## config.mk

```make
export PLATFORM = sky130hd
export DESIGN_NAME = r2sdf_bf_stage4
export DESIGN_NICKNAME = d
export VERILOG_FILES = /design/src/rtl/fft_r2sdf_pkg.sv /design/src/rtl/r2sdf_delay4.sv /design/src/rtl/r2sdf_bf_stage4.sv
export SDC_FILE = /design/constraint.sdc
export NUM_CORES = 1
export LEC_CHECK = 0
export BUFFER_PORTS_ARGS = -buffer_cell sky130_fd_sc_hd__buf_4
export CORE_ASPECT_RATIO = 0.75
export CORE_MARGIN = 2
export CORE_UTILIZATION = 42
export CTS_BUF_LIST = sky130_fd_sc_hd__clkbuf_8
export DETAILED_ROUTE_END_ITERATION = 10
export PLACE_DENSITY = 0.69
export SETUP_SLACK_MARGIN = 0.2
export SYNTH_ARGS = -nofsm -noshare
export SYNTH_HDL_FRONTEND = slang
export SYNTH_SLANG_ARGS = --single-unit
```

## constraint.sdc

```tcl
create_clock -name iClk -period 4.1 [get_ports iClk]
set_clock_uncertainty 0.05 [all_clocks]
set_input_delay 0.41 -clock iClk [delete_from_list [all_inputs] [get_ports iClk]]
set_output_delay 0.41 -clock iClk [all_outputs]
set_load 0.05 [all_outputs]
```

## src/rtl/fft_r2sdf_pkg.sv

```systemverilog
// -----------------------------------------------------------------------------
// fft_r2sdf_pkg
// Shared constants and types for the radix-2 single-delay-feedback FFT stages.
//   SAMPLE_DW   : default width of each real/imag sample (two's complement)
//   CNT_W       : width of the per-frame sample counter of the span-4 stage
//   SPAN_STAGE4 : delay-line depth (butterfly span) of the 8-point stage
//   phase_e     : Fill / Bfly phase, taken from the counter MSB
// Complex samples are packed {Re, Im}, with Re in the MSBs.
// -----------------------------------------------------------------------------
package fft_r2sdf_pkg;

    localparam int SAMPLE_DW   = 36;
    localparam int CNT_W       = 3;
    localparam int SPAN_STAGE4 = 4;

    // Phase of the current frame position: the first half of every 8-sample
    // frame fills the delay line, the second half runs the butterfly.
    typedef enum logic {
        PH_FILL = 1'b0,
        PH_BFLY = 1'b1
    } phase_e;

endpackage

```

## src/rtl/r2sdf_delay4.sv

```systemverilog
// -----------------------------------------------------------------------------
// r2sdf_delay4
// Complex shift register used as the feedback delay of a single-delay-feedback
// butterfly stage. Shifts one position per enabled clock; the output is the
// entry written DEPTH enabled clocks ago. Contents are deliberately not reset:
// the stage above guarantees stale entries never reach a valid output.
// Ports:
//   iClk   in  1  rising-edge clock
//   iEn    in  1  shift enable (one accepted sample)
//   iData  in  W  packed {Re, Im} entering the line
//   oData  out W  head of the line (oldest entry)
// -----------------------------------------------------------------------------
module r2sdf_delay4
    import fft_r2sdf_pkg::*;
#(
    parameter int W     = 2 * SAMPLE_DW,
    parameter int DEPTH = SPAN_STAGE4
) (
    input  logic         iClk,
    input  logic         iEn,
    input  logic [W-1:0] iData,
    output logic [W-1:0] oData
);

    logic [W-1:0] sr_q [DEPTH];
    logic [W-1:0] sr_d [DEPTH];

    always_comb begin
        sr_d[0] = iData;
        for (int i = 1; i < DEPTH; i++) begin
            sr_d[i] = sr_q[i-1];
        end
    end

    always_ff @(posedge iClk) begin
        if (iEn) begin
            for (int i = 0; i < DEPTH; i++) begin
                sr_q[i] <= sr_d[i];
            end
        end
    end

    assign oData = sr_q[DEPTH-1];

endmodule

```

## src/rtl/r2sdf_bf_stage4.sv

```systemverilog
// -----------------------------------------------------------------------------
// r2sdf_bf_stage4
// Radix-2 single-delay-feedback butterfly stage with span 4 (the 8-point stage
// of an R2SDF FFT). Owns a 4-deep complex feedback delay line and the add/sub
// butterfly. Output is natural-order pass-through into the next twiddle
// multiplier; oIdx tells that multiplier the twiddle index of each sample.
// Parameters:
//   DW     sample width of each real/imag part
//   SCALE  1: sum/diff formed at DW+1 bits then >>>1 (floor); 0: wrap mod 2^DW
// Ports:
//   iClk      in   1   rising-edge clock
//   iRst_n    in   1   asynchronous active-low reset
//   iEn       in   1   global stage enable
//   iValid    in   1   input sample present
//   iData_Re  in   DW  input real part
//   iData_Im  in   DW  input imaginary part
//   oData_Re  out  DW  registered output real part
//   oData_Im  out  DW  registered output imaginary part
//   oValid    out  1   oData/oIdx valid this cycle
//   oIdx      out  3   position of the output sample within its 8-sample frame
//
// Flow control: there is no back-pressure. A sample is accepted in any cycle
// where acc = iEn & iValid; only an accepted sample advances the counter, the
// delay line, primed and the output data. oValid is a one-cycle strobe for the
// sample accepted on the previous edge and is 0 in every non-accepting cycle.
// -----------------------------------------------------------------------------
module r2sdf_bf_stage4
    import fft_r2sdf_pkg::*;
#(
    parameter int DW    = SAMPLE_DW,
    parameter int SCALE = 0
) (
    input  logic          iClk,
    input  logic          iRst_n,
    input  logic          iEn,
    input  logic          iValid,
    input  logic [DW-1:0] iData_Re,
    input  logic [DW-1:0] iData_Im,
    output logic [DW-1:0] oData_Re,
    output logic [DW-1:0] oData_Im,
    output logic          oValid,
    output logic [2:0]    oIdx
);

    localparam int CW = 2 * DW;

    // Butterfly add/sub: formed one bit wider so SCALE=1 can floor-halve
    // without overflow; SCALE=0 keeps the low DW bits (wrap-around).
    function automatic logic [DW-1:0] bf_add(input logic [DW-1:0] a,
                                             input logic [DW-1:0] b);
        logic [DW:0] full;
        full = {a[DW-1], a} + {b[DW-1], b};
        if (SCALE != 0) begin
            return full[DW:1];
        end
        return full[DW-1:0];
    endfunction

    function automatic logic [DW-1:0] bf_sub(input logic [DW-1:0] a,
                                             input logic [DW-1:0] b);
        logic [DW:0] full;
        full = {a[DW-1], a} - {b[DW-1], b};
        if (SCALE != 0) begin
            return full[DW:1];
        end
        return full[DW-1:0];
    endfunction

    logic             acc;
    phase_e           phase;

    logic [CNT_W-1:0] cnt_q,       cnt_d;
    logic             primed_q,    primed_d;
    logic [DW-1:0]    out_re_q,    out_re_d;
    logic [DW-1:0]    out_im_q,    out_im_d;
    logic             out_valid_q, out_valid_d;
    logic [2:0]       out_idx_q,   out_idx_d;

    logic [CW-1:0]    dl_in;
    logic [CW-1:0]    dl_head;
    logic [DW-1:0]    b_re, b_im;
    logic [DW-1:0]    sum_re, sum_im;
    logic [DW-1:0]    diff_re, diff_im;
    logic [DW-1:0]    cand_re, cand_im;
    logic [DW-1:0]    dl_in_re, dl_in_im;

    assign acc   = iEn & iValid;
    assign phase = phase_e'(cnt_q[CNT_W-1]);

    // Head of the feedback line: the entry written SPAN_STAGE4 accepts ago.
    assign b_re = dl_head[CW-1:DW];
    assign b_im = dl_head[DW-1:0];

    assign sum_re  = bf_add(b_re, iData_Re);
    assign sum_im  = bf_add(b_im, iData_Im);
    assign diff_re = bf_sub(b_re, iData_Re);
    assign diff_im = bf_sub(b_im, iData_Im);

    // Fill: park x in the line and emit the difference left over from the
    // previous frame. Bfly: emit the sum and park the difference for later.
    always_comb begin
        cand_re  = b_re;
        cand_im  = b_im;
        dl_in_re = iData_Re;
        dl_in_im = iData_Im;
        if (phase == PH_BFLY) begin
            cand_re  = sum_re;
            cand_im  = sum_im;
            dl_in_re = diff_re;
            dl_in_im = diff_im;
        end
    end

    assign dl_in = {dl_in_re, dl_in_im};

    r2sdf_delay4 #(
        .W     (CW),
        .DEPTH (SPAN_STAGE4)
    ) u_delay (
        .iClk  (iClk),
        .iEn   (acc),
        .iData (dl_in),
        .oData (dl_head)
    );

    always_comb begin
        cnt_d       = cnt_q;
        primed_d    = primed_q;
        out_re_d    = out_re_q;
        out_im_d    = out_im_q;
        out_idx_d   = out_idx_q;
        out_valid_d = 1'b0;
        if (acc) begin
            cnt_d     = cnt_q + CNT_W'(1);
            // Once a whole frame has gone through, the line holds real
            // differences and Fill-phase outputs become meaningful.
            primed_d  = primed_q | (cnt_q == {CNT_W{1'b1}});
            out_re_d  = cand_re;
            out_im_d  = cand_im;
            // Bfly outputs are the upper half (index 0..3, unit twiddle);
            // Fill outputs are the lower half (index 4..7, twiddled).
            out_idx_d = {~cnt_q[CNT_W-1], cnt_q[1:0]};
            out_valid_d = cnt_q[CNT_W-1] | primed_q;
        end
    end

    always_ff @(posedge iClk or negedge iRst_n) begin
        if (!iRst_n) begin
            cnt_q       <= '0;
            primed_q    <= 1'b0;
            out_re_q    <= '0;
            out_im_q    <= '0;
            out_valid_q <= 1'b0;
            out_idx_q   <= '0;
        end else begin
            cnt_q       <= cnt_d;
            primed_q    <= primed_d;
            out_re_q    <= out_re_d;
            out_im_q    <= out_im_d;
            out_valid_q <= out_valid_d;
            out_idx_q   <= out_idx_d;
        end
    end

    assign oData_Re = out_re_q;
    assign oData_Im = out_im_q;
    assign oValid   = out_valid_q;
    assign oIdx     = out_idx_q;

endmodule

```

==> flow_summary.ini, run 1 <==
[synthesis]
async_flop_share = 0.217
synthXorXnorAreaFrac = 0.0486
syn_avg_cell_area_um2 = 10.4
synth-seq-cells = 368
ys_seq_area_frac = 0.519
synthFlopType = edfxtp_1
yosysMostFrequentCell = edfxtp_1
synthSimpleGateAreaFrac = 0.114
synth.largest_area_cell = edfxtp_1
synth_top_family_by_area = compound AO/OA/AOI/OAI gates
yosysWarnings = 0
syn_inst = 1975
synth_mux_area_frac = 0.0181
synth_top_area_frac = 0.421
synth_adder_area_share = 0.0905
ys_top_cells_by_area = edfxtp_1 (42%), dfrtp_1 (9.8%), ha_1 (8.7%), a21oi_1 (4.6%), xnor2_1 (4.2%)
synth_nets = 2197
synth_edf_count = 288
ys_top_cells_by_count = edfxtp_1 (288), a21oi_1 (190), o21ai_0 (162)
synth_cell_types = 75
synth_compound_area_frac = 0.163
syn_area_um2 = 20500

[critical_path]
worstSetupPathType = flop to flop
crit_required_ns = 4.61
cpPeakStageDelay_ns = 0.56
startpoint_type = flop
worst_path_max_delay_cell = ha_1
cp_max_fo = 11
arrival_ns = 4.26
crit_chain = ha_1, nor2_1, a32o_1, a21oi_1, a21oi_1, o31a_1, a211o_2, a311oi_2, xnor2_1, or3_1, a31oi_1
crit_top_cell = a21oi_1
endpoint_kind = flop

[placed_design]
dpl.cell_count = 2710
dpl_cell_area_um2 = 22400
place.gp.congestion = 0.935
hpwl_um = 36700
io_buffers = 151
post-place-ws_ns = 0.158

[sta]
period_needed_ns = 3.75
hold_viol = 0
totalNegativeSetupSlack_ns = 0
tightest_slew_ns = 0.885
timing.final.crit_share = 0.916
slew_headroom = 0.410
worst_slack_ns = 0.345
rsz0062_at_grt = true
drv_slew = 0
fmax_ghz = 0.266
setup_viol = 0
holdWs_ns = 0.0706

[layout]
layout.nets = 2353
utilization = 0.490
area_growth_syn_to_layout_pct = 15.8
design_area_um2 = 23800
final_cells = 2831
layout-drive-gt1-share = 0.143

[detailed_routing]
ant_nets = 0
drc = 0
dr.pass1.iters = 6
vias = 15300
wl_per_cell_um = 18.6
finalWirelength_um = 52500
drt_iter0_markers = 1377
routed_via_density = 5.42

[pwr]
ir_worst_vdd_mv = 0.402
p_leak_nw = 9.77
total_power_mw = 11.8
power.density_nw_per_um2 = 497

[floorplanning]
ioPinCount = 152
initial_core_util = 0.423
dieArea_um2 = 50700
dieWidth_um = 259
fp.coreArea_um2 = 48500
die_h_um = 195
rows = 70

[clocking]
clk_latency_ns = 0.66
cts_buffers = 60
clockBufferDepth = 3
cts_htree_levels = 2
root_buffer = clkbuf_8
clk_pin_slew_worst_paths_ns = 0.06
numClockSinks = 368
cts_tree = yes

[grt]
gr-usage-all-layers = 0.204
grt_max_degree = 175
antenna_found_initial = 2
grt_pass1_wl_um = 81400
grt_pass1_vias = 14500
overflow = 0

[hold_path]
hp-class = primary input to flop

[job]
cap_violations = 0

[outcome]
outcome = completed
-- layout make-up --
class / count / area, µm²
clock inverter: 42 / 236
antenna: 1 / 2.50
tap: 648 / 811
timing repair buffer: 196 / 1520
sequential: 368 / 10700
clock buffer: 71 / 977
multi-input combinational: 1353 / 8990
inverter: 152 / 579
fill: 4446 / 24700
-- critical path, delay by kind of cell (launching register included) --
kind	cells	cell delay [ns]
XOR/XNOR	1	0.13
AND/OR/NAND/NOR	2	0.42
AO/OA/AOI/OAI	7	2.04
adder cells (fa/ha/maj)	1	0.56
flip-flops	1	0.47
-- cells by family (layout without fill, tap and decap cells) --
kind of cell / after synthesis / after routing
AO/OA/AOI/OAI: 556 / 556
XOR/XNOR: 114 / 114
adder cells (fa/ha/maj): 146 / 146
buffers and inverters: 254 / 461
flip-flops: 368 / 368
multiplexers: 37 / 37
other: 0 / 1
AND/OR/NAND/NOR: 500 / 500
-- report_power, final --
group	switching [mW]	leakage, nW	internal [mW]
sequential	0.252	3.68	4.60
combinational	2.55	5.41	1.18
clock	1.53	0.681	1.70
-- layout by cell type (no fill, tap or decap), types with 24 or more instances in the layout --
cell	Yosys	layout
buf_4	0	187
edfxtp_1	288	288
nand2_1	153	152
a21oi_1	190	186
nand3_1	24	24
and3_1	26	26
dfrtp_1	80	79
ha_1	142	142
a21o_1	32	32
xnor2_1	99	99
o21bai_1	34	34
o21ai_0	162	162
clkbuf_8	0	71
nor3_1	40	40
nor2_1	156	156
inv_1	148	164
mux2i_1	36	36
-- registers in the layout, indices dropped and copies added, names as in the netlist --
register / flops
oValid: 1
cnt_q: 3
u_delay.sr_q: 288
oData_Im: 36
oIdx: 3
primed_q: 1
oData_Re: 36
-- layer usage --
metal	up-vias	routed length [µm]	GRT usage
li1	7386	-	-
met1	7408	26300	0.324
met2	474	21700	0.283
met3	71	3480	0.0354
met4	0	1010	0.0558
met5	-	0	0
-- final timing paths --
check                                    start                   to  slack [ns]  cells past startpoint
max                        u_delay.sr_q[3][43]         oData_Re[35]        0.35                     11
min in group asynchronous               iRst_n         oData_Re[19]        0.34                      2
min                               iData_Im[25]  u_delay.sr_q[0][25]        0.07                      3
min reg2reg                u_delay.sr_q[2][58]  u_delay.sr_q[3][58]        0.36                      0
max reg2reg                u_delay.sr_q[3][43]         oData_Re[35]        0.35                     11
max in group asynchronous               iRst_n          oData_Im[6]        2.68                      3
-- what timing repair did --
action | in CTS | in global routing
setup endpoints to repair | 0 | 16
gates resized for setup | 0 | 16
setup buffers | 0 | 1
hold endpoints to repair | 60 | 0
hold buffers | 6 | 0
Power figures use the tool's default switching activity.
==> run 2, diff against run 1 <==
Settings changed: MAX_ROUTING_LAYER set to met4, SETUP_SLACK_MARGIN 0.2 to unset.
==> run 2 against run 1 <==
Sequential power up 2%. Hold slack better by 0.011 ns. Maximum frequency down 4.5%. Utilization up 0.19 points. Worst setup slack worse by 0.18 ns. Cell area up 0.39%. Sequential share of layout area down 0.18 points. Flip-flop and latch count unchanged. Clock-buffer cell count down 3. Largest power group unchanged.
==> flow_summary.ini, run 2 (synthesis gave the netlist of run 1 again) <==
[outcome]
outcome = completed

[sta]
holdWs_ns = 0.0815
rsz0062_at_grt = true
hold_viol = 0
timing.final.crit_share = 0.959
setup_viol = 0
slew_headroom = 0.324
fmax_ghz = 0.254
worst_slack_ns = 0.167
period_needed_ns = 3.93
totalNegativeSetupSlack_ns = 0
drv_slew = 0
tightest_slew_ns = 1.01

[grt]
grt_pass1_wl_um = 83100
antenna_found_initial = 3
overflow = 0
gr-usage-all-layers = 0.215
grt_max_degree = 122
grt_pass1_vias = 14800

[floorplanning]
rows = 70
dieWidth_um = 259
initial_core_util = 0.423
fp.coreArea_um2 = 48500
dieArea_um2 = 50700
die_h_um = 195
ioPinCount = 152

[layout]
final_cell_mix = edfxtp_1 (288), a21oi_1 (189), buf_4 (186), o21ai_0 (162), inv_1 (160)
design_area_um2 = 23900
largest_register_ffs = 288
final_common_cell = edfxtp_1
layout-drive-gt1-share = 0.142
area_growth_syn_to_layout_pct = 16.3
utilization = 0.492
regArea_um2 = 10700
final_cells = 2831
regMostFlops = u_delay.sr_q
layout.nets = 2352
multi_input_area_um2 = 8920
nFillCells = 4457

[clocking]
clk_latency_ns = 0.66
cts_tree = yes
clockBufferDepth = 3
postCtsSetupBuffers = 0
root_buffer = clkbuf_8
numClockSinks = 368
cts_htree_levels = 2
clk_pin_slew_worst_paths_ns = 0.07
cts_buffers = 59

[detailed_routing]
wl_met2_um = 21600
maxUsedRoutingLayer = met4
drc = 0
routed_via_density = 5.43
dr_wl_met3_um = 3590
drt_iter0_markers = 1320
wl_per_cell_um = 18.7
ant_nets = 0
wl_met1_um = 26700
finalWirelength_um = 53000
dr.pass1.iters = 5
vias = 15400

[pwr]
p_leak_nw = 9.83
ir_worst_vdd_mv = 0.264
total_power_mw = 12.2
power.density_nw_per_um2 = 513

[critical_path]
critPathBufInv = 3
worst_path_max_delay_cell = o41ai_1
arrival_ns = 4.41
startpoint_type = primary input
cp_max_fo = 3
endpoint_kind = flop
crit_chain = dlygate4sd3_1, buf_4, ha_1, inv_1, fa_1, o21bai_1, a221oi_1, a21oi_1, o31ai_1, nand3b_1, a31oi_1, o41ai_1, a311oi_1, mux2i_1, nand2_1
cpPeakStageDelay_ns = 0.72
worstSetupPathType = primary input to flop
crit_required_ns = 4.57
crit_family = compound AO/OA/AOI/OAI gates

[placed_design]
dpl_cell_area_um2 = 22400
place.gp.congestion = 0.953
io_buffers = 151
post-place-ws_ns = 0.160
hpwl_um = 37100
dpl.cell_count = 2710

[job]
cap_violations = 0

[hold_path]
hp-class = primary input to flop
## run 2: changes by cell type in the layout (fill, tap and decap cells not counted), sizes merged
| cell | before | now |
|---|---|---|
| buf | 190 | 189 |
| diode | 1 | 3 |
| clkinv | 21 | 20 |
| clkbuf | 71 | 68 |
| inv | 167 | 163 |
| dlygate4sd3 | 6 | 7 |
| clkinvlp | 4 | 3 |
| bufinv | 2 | 9 |
## run 2: layout make-up
cell class | instances | area share
clock buffers | 68 | 0.0392
flip-flops and latches | 368 | 0.446
multi-input cells | 1353 | 0.374
repair buffers | 196 | 0.0640
clock inverters | 43 | 0.0181
inverters | 152 | 0.0243
well taps | 648 | 0.0340
diodes | 3 | 0.000315
## run 2: where the power goes
part           total (mW)  switching (mW)  internal, mW
combinational        3.65            2.48          1.17
sequential           4.93           0.333          4.60
clock                3.65            1.56          2.09
total                12.2            4.37          7.86
## run 2: metal layers
layer  vias up  track usage
met5         -            -
met4         0       0.0587
met3        74       0.0393
met2       474        0.287
met1      7414        0.329
li1       7405            -
## run 2: worst paths after layout
kind | cells past startpoint | from | slack [ns] | end
max in group asynchronous | 3 | iRst_n | 2.62 | oData_Im[17]
worst max register to register | 13 | u_delay.sr_q[3][36] | 0.22 | oData_Re[34]
min in group asynchronous | 2 | iRst_n | 0.36 | oData_Re[19]
worst min-delay path | 3 | iData_Re[14] | 0.08 | u_delay.sr_q[0][50]
worst min register to register | 0 | u_delay.sr_q[2][34] | 0.36 | u_delay.sr_q[3][34]
worst max-delay path | 15 | iData_Re[0] | 0.17 | oData_Re[34]
## run 2: repair_timing
action                                 in CTS  in global routing
hold buffers                                7                  0
endpoints found under the hold margin      61                  0
setup endpoints to repair                   0                  4
gates resized for setup                     0                  2
## run 2: worst min-delay path: cells and delay by family
kind / cells / cell delay [ns]
mux: 1 / 0.12
buf+inv: 2 / 0.14
==> run 3, diff against run 2 <==
Settings changed: CTS_BUF_LIST sky130_fd_sc_hd__clkbuf_8 to sky130_fd_sc_hd__clkbuf_4 sky130_fd_sc_hd__clkbuf_8.
==> run 3 against run 2 <==
Worst setup slack better by 0.014 ns. Clock-buffer cell count is 13 higher. Total power grew 1.0%. Critical endpoint unchanged. Highest routed layer unchanged. Die area unchanged. Sequential power is essentially flat. Global-route usage about the same. Combinational power is essentially flat. Largest power group unchanged.
==> flow_summary.ini, run 3 (synthesis gave the netlist of run 1 again) <==
[outcome]
outcome = completed

[critical_path]
reg2reg_depth = 13
startpoint_type = primary input
cp_max_fo = 3
crit_family = compound AO/OA/AOI/OAI gates
arrival_ns = 4.40
crit_path_end = oData_Re[34]
crit_cells = 15
crit_chain = dlygate4sd3_1, buf_4, ha_1, inv_1, fa_1, o21bai_1, a221oi_1, a21oi_1, o31ai_1, nand3b_1, a31oi_1, o41ai_1, a311oi_1, mux2i_1, nand2_1
cpPeakStageDelay_ns = 0.72
r2r-start = u_delay.sr_q[3][36]
worstSetupPathType = primary input to flop
critPathBufInv = 3
endpoint_kind = flop
startpoint = iData_Re[0]
worst_path_max_delay_cell = o41ai_1
r2r_setup_slack_ns = 0.23
crit_required_ns = 4.58
r2r-end = oData_Re[34]

[detailed_routing]
wl_per_cell_um = 18.8
wl_met2_um = 21600
wl_met1_um = 26800
dr_wl_met3_um = 3570
vias = 15400
finalWirelength_um = 53100
drc = 0
routed_via_density = 5.44
drt_iter0_markers = 1376
dr.pass1.iters = 5
maxUsedRoutingLayer = met4
ant_nets = 0

[placed_design]
dpl.cell_count = 2710
place.gp.congestion = 0.953
dpl_cell_area_um2 = 22400
io_buffers = 151
hpwl_um = 37100

[sta]
tightest_slew_ns = 1.02
fmax_ghz = 0.255
timing.final.crit_share = 0.956
setup_viol = 0
slew_headroom = 0.323
drv_slew = 0
period_needed_ns = 3.92
rsz0062_at_grt = true
hold_viol = 0

[floorplanning]
fp.coreArea_um2 = 48500
initial_core_util = 0.423
rows = 70
dieWidth_um = 259
die_h_um = 195
dieArea_um2 = 50700
ioPinCount = 152

[clocking]
clk_latency_ns = 0.66
numClockSinks = 368
clockBufferDepth = 3
postCtsSetupBuffers = 0
cts_buffers = 59
root_buffer = clkbuf_8
cts_tree = yes
clk_pin_slew_worst_paths_ns = 0.07
cts_htree_levels = 2

[grt]
grt_pass1_wl_um = 83200
grt_max_degree = 122
antenna_found_initial = 3
grt_pass1_vias = 14900
gr-usage-all-layers = 0.215
overflow = 0

[layout]
design_area_um2 = 23900
layout.nets = 2352
final_common_cell = edfxtp_1
area_growth_syn_to_layout_pct = 16.5
regMostFlops = u_delay.sr_q
largest_register_ffs = 288
layout-drive-gt1-share = 0.148
final_cell_mix = edfxtp_1 (288), a21oi_1 (189), buf_4 (186), o21ai_0 (162), nor2_1 (156)
final_cells = 2831

[pwr]
power.density_nw_per_um2 = 517
ir_worst_vdd_mv = 0.263
p_leak_nw = 9.82

[job]
cap_violations = 0

[hold_path]
hp-class = primary input to flop
[run 3: changes by cell type in the layout (fill, tap and decap cells not counted), sizes merged]
cell | before | now
clkbuf | 68 | 81
inv | 163 | 150
[run 3: layout make-up]
| type | count | area, µm² |
|---|---|---|
| Fill cell | 4450 | 24600 |
| Clock inverter | 30 | 383 |
| Tap cell | 648 | 811 |
| Antenna cell | 3 | 7.51 |
| Clock buffer | 81 | 1030 |
| Inverter | 152 | 579 |
| Sequential cell | 368 | 10700 |
| Timing Repair Buffer | 196 | 1530 |
| Multi-Input combinational cell | 1353 | 8920 |
[run 3: tightest hold or removal path, cell delays in order]
cell and delay (ns):
buf_4 0.09, inv_1 0.05, mux2i_1 0.11
[run 3: routing by layer]
layer | track usage | up-vias
li1 | - | 7403
met1 | 0.329 | 7421
met2 | 0.288 | 494
met3 | 0.0388 | 82
met4 | 0.0598 | 0
met5 | - | -
[run 3: timing repair]
action | 4_1_cts | 5_1_grt
setup endpoints to repair | 0 | 4
endpoints found under the hold margin | 61 | 0
hold buffers | 7 | 0
gates resized for setup | 0 | 2
[run 3: power by group]
part | internal [mW] | switching [mW] | leakage, nW
clock | 2.21 | 1.56 | 0.740
sequential | 4.60 | 0.335 | 3.68
combinational | 1.17 | 2.48 | 5.40
[run 3: worst min path at each step]
stage | startpoint | endpoint | slack [ns] | cells after the start
floorplan | iRst_n | cnt_q[0] | 0.06 | 0
global route | iData_Im[35] | u_delay.sr_q[0][35] | 0.04 | 2
finish | iData_Re[14] | u_delay.sr_q[0][50] | 0.07 | 3
detailed placement | u_delay.sr_q[0][39] | u_delay.sr_q[1][39] | 0.35 | 0
global placement | u_delay.sr_q[1][51] | u_delay.sr_q[2][51] | 0.35 | 0
CTS | iData_Re[14] | u_delay.sr_q[0][50] | 0.009 | 3
[run 3: metrics by stage]
step | utilization | TNS [ns] | worst slack, ns | total power [mW] | hold slack [ns]
floorplan | - | 0 | 0.656 | 7.41 | 0.0644
global placement | 0.462 | 0 | 0.192 | 8.60 | 0.350
detailed placement | 0.462 | 0 | 0.160 | 8.64 | 0.355
CTS | 0.493 | 0 | 0.179 | 12.5 | 0.00926
global route | 0.493 | -0.0238 | -0.0238 | 13.0 | 0.0393
finish | 0.493 | 0 | 0.181 | 12.4 | 0.0685
